[src/rtl/req_encoder_8to3_pkg.sv]
// req_encoder_8to3_pkg: shared widths and state encoding for the request encoder
package req_encoder_8to3_pkg;
  localparam int REQ_N = 8;
  localparam int REQ_W = $clog2(REQ_N);
  typedef enum logic {ST_IDLE = 1'b0, ST_OFFER = 1'b1} state_e;
endpackage

[src/rtl/req_encoder_8to3_prio_enc.sv]
// prio_enc: combinational N->W priority encoder, highest set index wins, any flags a set bit
module prio_enc #(
  parameter int N = 8,
  parameter int W = $clog2(N)
) (
  input  logic [N-1:0] req,
  output logic [W-1:0] idx,
  output logic         any
);
  always_comb begin
    idx = '0;
    for (int i = 0; i < N; i++) idx = req[i] ? W'(i) : idx;
    any = |req;
  end
endmodule

[src/rtl/req_encoder_8to3.sv]
// req_encoder_8to3: sticky request capture offering one pending index per cycle, highest first
module req_encoder_8to3
  import req_encoder_8to3_pkg::*;
#(
  parameter int N = REQ_N,
  parameter int W = $clog2(N)
) (
  input  logic         clk,
  input  logic         rst,
  input  logic [N-1:0] req,
  input  logic         out_ready,
  output logic         out_valid,
  output logic [W-1:0] out_idx,
  output logic [N-1:0] pending,
  output logic         ovf
);
  state_e state_q, state_d;
  logic [N-1:0] pend_q, pend_d, cand, idx_oh, hi_oh;
  logic [W-1:0] idx_q, idx_d, hi;
  logic ovf_q, ovf_d, hold, any;
  prio_enc #(.N(N), .W(W)) u_prio (.req(cand), .idx(hi), .any(any));
  always_comb begin
    cand = pend_q | req;
    idx_oh = N'(1) << idx_q;
    hi_oh = N'(1) << hi;
    hold = state_q == ST_OFFER && !out_ready;
    state_d = hold || any ? ST_OFFER : ST_IDLE;
    idx_d = !hold && any ? hi : idx_q;
    pend_d = hold ? pend_q | (req & ~idx_oh) : cand & ~hi_oh;
    ovf_d = |(req & (pend_q | (hold ? idx_oh : '0)));
  end
  always_ff @(posedge clk) begin
    if (rst) begin
      state_q <= ST_IDLE;
      pend_q <= '0;
      idx_q <= '0;
      ovf_q <= 1'b0;
    end else begin
      state_q <= state_d;
      pend_q <= pend_d;
      idx_q <= idx_d;
      ovf_q <= ovf_d;
    end
  end
  assign out_valid = state_q == ST_OFFER;
  assign out_idx = idx_q;
  assign pending = pend_q;
  assign ovf = ovf_q;
endmodule

[config.mk]
export PLATFORM = sky130hd
export DESIGN_NAME = req_encoder_8to3
export DESIGN_NICKNAME = d
export VERILOG_FILES = /design/src/rtl/req_encoder_8to3_pkg.sv /design/src/rtl/req_encoder_8to3_prio_enc.sv /design/src/rtl/req_encoder_8to3.sv
export SDC_FILE = /design/constraint.sdc
export NUM_CORES = 1
export LEC_CHECK = 0
export ABC_AREA = 1
export BUFFER_PORTS_ARGS = -buffer_cell sky130_fd_sc_hd__buf_2
export CAP_MARGIN = 30
export CORE_MARGIN = 10
export CORE_UTILIZATION = 45
export DETAILED_ROUTE_END_ITERATION = 6
export PLACE_DENSITY = 0.67
export SLEW_MARGIN = 5
export SYNTH_ARGS = -nofsm -noshare
export SYNTH_HDL_FRONTEND = slang
export SYNTH_SLANG_ARGS = --single-unit
[constraint.sdc]
create_clock -name clk -period 3.01 [get_ports clk]
set_input_delay 0.301 -clock clk [delete_from_list [all_inputs] [get_ports clk]]
set_output_delay 0.301 -clock clk [all_outputs]
set_load 0.03 [all_outputs]
### Word-level counts from Yosys, hierarchy flattened

Cells that the tools add are included.

* register bits after elaboration: 13
* bits in latches: 0
* bits in writable memories: 0
* ROM bits: 0
* bits of input ports: 11
* output and inout port bits: 13
* memories: 0

* add/subtract/negate cells: 0
* $mul: 0
* divide/modulo/power cells: 0
* $lt $le $gt $ge: 0
* equality and inequality tests: 0
* shifts and indexed selects: 2
* mux-type cells: 10
* bitwise operators: 8
* reduce and logical (&&, ||, !) cells: 7

Operators by type and width (count)
* $and A8 B8 Y8: 3
* $or A8 B8 Y8: 3
* $mux W3: 6
* $mux W8: 2
* $not A8 Y8: 2
* $reduce_or A8 Y1: 2
* $shl A1 B3 Y8 const A: 2
* $logic_and A1 B1 Y1: 2
* $logic_not A1 Y1: 2
* $mux W1: 2
* $logic_or A1 B1 Y1: 1

### Longest topological paths before layout

* depth in word-level cells: 12
* gate-level depth with buffers: 10
* gate-level depth less buffers: 10

### Cells and area by module

Synthesis repeated with hierarchy kept, for this count alone.

* cell total of the unflattened synthesis: 134
* area total of the unflattened synthesis: 820.8 um^2

By module, submodules not included
* req_encoder_8to3: instances 1, cells each 114, area each 743.2 um^2, seq. area each 260.2 um^2
* prio_enc: instances 1, cells each 20, area each 77.6 um^2, seq. area each 0.0 um^2

### Worst setup path after synthesis

No wires, ideal clock.

* path kind: register to register
* start: register state_q, in the netlist out_valid
* end: register pend_q[4], in the netlist pending[4]
* setup time: 0.109 ns
* arrival: 1.166 ns
* setup slack: 1.735 ns
* stages on the path, launching flop included: 8
* buffers on the path: 0
* cells stage by stage: dfxtp_1 inv_2 nor2_4 nand3_1 a21oi_1 nor2_1 nand2_1 inv_1

* cells in the longest elaborated chain, start to end: 2

Ends and longest elaborated chain
* start, declared: line req_encoder_8to3.sv:17 `state_e state_q, state_d;`
* start signal, assigned: line req_encoder_8to3.sv:39 `state_q <= state_d;`
* $logic_and A1 B1 Y1: line req_encoder_8to3.sv:26 `hold = state_q == ST_OFFER && !out_ready;`
* $mux W8: line req_encoder_8to3.sv:29 `pend_d = hold ? pend_q | (req & ~idx_oh) : cand & ~hi_oh;`
* end signal, assigned: line req_encoder_8to3.sv:40 `pend_q <= pend_d;`
* end, declared: line req_encoder_8to3.sv:18 `logic [N-1:0] pend_q, pend_d, cand, idx_oh, hi_oh;`

No other way between the ends.
A chain may end at the register's enable or synchronous reset.

### Worst setup path in the final report

* start: register idx_q[2], in the netlist out_idx[2]
* end: output port out_idx[2]

RTL lines
* start, declared: line req_encoder_8to3.sv:19 `logic [W-1:0] idx_q, idx_d, hi;`
* start signal, assigned: line req_encoder_8to3.sv:41 `idx_q <= idx_d;`
* end, declared: line req_encoder_8to3.sv:13 `output logic [W-1:0] out_idx,`

No word-level cell between the ends.

==> flow_metrics.env <==
export IMPL_grt_total_usage_pct=11.4
export IMPL_ys_flop_type="dfxtp_1"
export IMPL_synth_cells=137
export IMPL_cts_hold_buffers=0
export IMPL_synth_edf_count=0
export IMPL_post_route_util_pct=58.5
export IMPL_synth_top_area_share_pct=30.1
export IMPL_crit_chain="buf_2"
export IMPL_critical_path_max_stage_delay_ps=480
export IMPL_cp_max_fo=8
export IMPL_maxCapViolations=0
export IMPL_endpoint_kind="output pin"
export IMPL_outcome="completed"
export IMPL_initial_utilization_pct=48.9
export IMPL_yosys_warnings=0
export IMPL_vias=885
export IMPL_drive_above_1_share_pct=28.8
export IMPL_critPathSlowestCell="dfxtp_1"
export IMPL_rsz0062_at_grt="false"
export IMPL_synth_fp_nets=148
export IMPL_setup_ws_ps=1690
export IMPL_worstRegToRegCells=8
export IMPL_drt_wl_total_um=2260
export IMPL_finalNonFillerCells=188
export IMPL_rrSetupSlack_ps=1750
export IMPL_clk_latency_ps=270
export IMPL_drt_iter0_drc=16
export IMPL_ant_nets=0
export IMPL_synth_common_cells="nand2_1 (37), nor2_1 (21), inv_1 (16)"
export IMPL_ys_types=24
export IMPL_r2r_start="pending[5]"
export IMPL_worst_hold_startpoint="rst"
export IMPL_layout_min_cycle_time_ps=1320
export IMPL_power_density_nw_per_um2=430
export IMPL_viasPerCell=4.71
export IMPL_preCtsSetupSlack_ps=1670
export IMPL_maxSlewHeadroom_pct=81.8
export IMPL_crit_type="reg2out"
export IMPL_dp_cells=184
export IMPL_grt_pass1_vias=867
export IMPL_cp_arrival_ps=1010
export IMPL_yosysTopAreaCell="dfxtp_1"
export IMPL_clockBufferDepth=2
export IMPL_timing_fmax_mhz=760
export IMPL_hold_viol_final=0
export IMPL_final_period_utilization_pct=43.7
export IMPL_drt_pass1_iterations=4
export IMPL_cts_tree="done"
export IMPL_coreArea_um2=1760
export IMPL_die_x_um=63.8
export IMPL_numClockSinks=13
export IMPL_h_tree_depth=1
export IMPL_dieArea_um2=4070
export IMPL_antenna_found_initial=0
export IMPL_path_buf_inv=1
export IMPL_fin_area_um2=1030
export IMPL_area_growth_pct=19.6
export IMPL_cts_root_buf="clkbuf_4"
export IMPL_post_drt_wl_per_cell_um=12.0
export IMPL_setup_violations_final=0
export IMPL_grt_max_degree=12
export IMPL_slew_viol_final=0
export IMPL_ios=24
export IMPL_rows=15
export IMPL_fin_worst_skew_ps=2.08
export IMPL_postCtsSetupRepairBufs=0
export IMPL_startpoint_type="register"
export IMPL_yosysMostFrequentCell="nand2_1"
export IMPL_gp_congestion=0.838
export IMPL_tightest_slew_ps=272
export IMPL_peakVddDrop_mv=0.310
export IMPL_dpl_cell_area_um2=1010
export IMPL_drc=0
export IMPL_ys_seq_area_share_pct=30.1
export IMPL_power_uw=443
export IMPL_cts_resized=0
export IMPL_grt_ovfl_total=0
export IMPL_crit_required_ps=2710
export IMPL_clk_pin_slew_ps=80
export IMPL_fin_setup_tns_ps=0
export IMPL_grt_first_pass_wirelength_um=3770
export IMPL_cpLargestDelayFamily="flip-flops"
export IMPL_nFillCells=199
export IMPL_numPortBuffers=23
export IMPL_finalHoldWorstSlack_ps=342
export IMPL_hpwl_um=1870
export IMPL_die_h_um=63.8
export IMPL_postSynthRegisterBits=13
export IMPL_p_leak_nw=0.551
export IMPL_cts_buffers=3
export IMPL_nNetsFinal=175
export IMPL_antenna_cells=0
export IMPL_hold_path_class="in2reg"
export IMPL_r2r_end="pending[2]"
export IMPL_hold_depth=2
export IMPL_avgSynthCellArea_um2=6.30
export IMPL_async_reset_ff_share_pct=0
export IMPL_min_to="out_idx[1]"
export IMPL_synth_area_top_cells="dfxtp_1 (30%), nand2_1 (16%), nor2_1 (9.1%)"
export IMPL_synth_area_um2=863
-- cell families after synthesis --
family / after synthesis / synth area share (%)
buf+inv: 21 / 9.13
compound gates: 16 / 12.2
flops: 13 / 30.1
simple gates: 87 / 48.6
-- sequential cells by signal, summed over array words and instances, names as in the netlist --
signal and flops:
pending 8, out_idx 3, out_valid 1, ovf 1
-- worst max-delay path by stage --
| stage | to | from | depth (start not counted) | slack [ps] |
|---|---|---|---|---|
| finish | out_idx[2] | out_idx[2] | 1 | 1690 |
| global route | out_idx[2] | out_idx[2] | 1 | 1620 |
| CTS | out_idx[2] | out_idx[2] | 1 | 1680 |
| detailed placement | pending[2] | req[7] | 9 | 1670 |
| global placement | pending[2] | req[7] | 9 | 1680 |
| floorplan | pending[4] | out_valid | 7 | 1740 |
-- cell usage in the layout (no fill, tap or decap), types with 2 or more instances in the layout --
cell and count:
nand4_1 3, nand2_1 37, nand2_2 3, inv_2 4, a21oi_2 3, clkbuf_4 3
nor2_2 4, nor3_1 3, dfxtp_1 13, buf_2 23, nor2_1 21, nand3_1 8
a21oi_1 5, nand2_4 2, o21bai_1 2, inv_1 16, nor2_4 4
-- metal layers --
layer  routed length (um)  GRT usage [%]  up-vias
li1                     -              -      481
met1                 1090           13.1      385
met2                 1040           19.0       15
met3                   88           3.14        4
met4                   38           5.19        0
met5                    0              0        -
-- where the power goes --
part           switching, mW  total (mW)  internal, mW
logic                 0.0893       0.132        0.0427
registers             0.0152       0.201         0.186
clock network         0.0591       0.110        0.0514
total                  0.164       0.443         0.280
-- final cells by class --
class                   count  area [um2]  share of cell area, %
inverters                  20        75.1                   7.27
flip-flops and latches     13         260                   25.2
multi-input cells         103         524                   50.8
clock buffers               4        26.3                   2.55
well taps                  25        31.3                   3.03
repair buffers             23         115                   11.2
(Power assumes the default switching activity.)
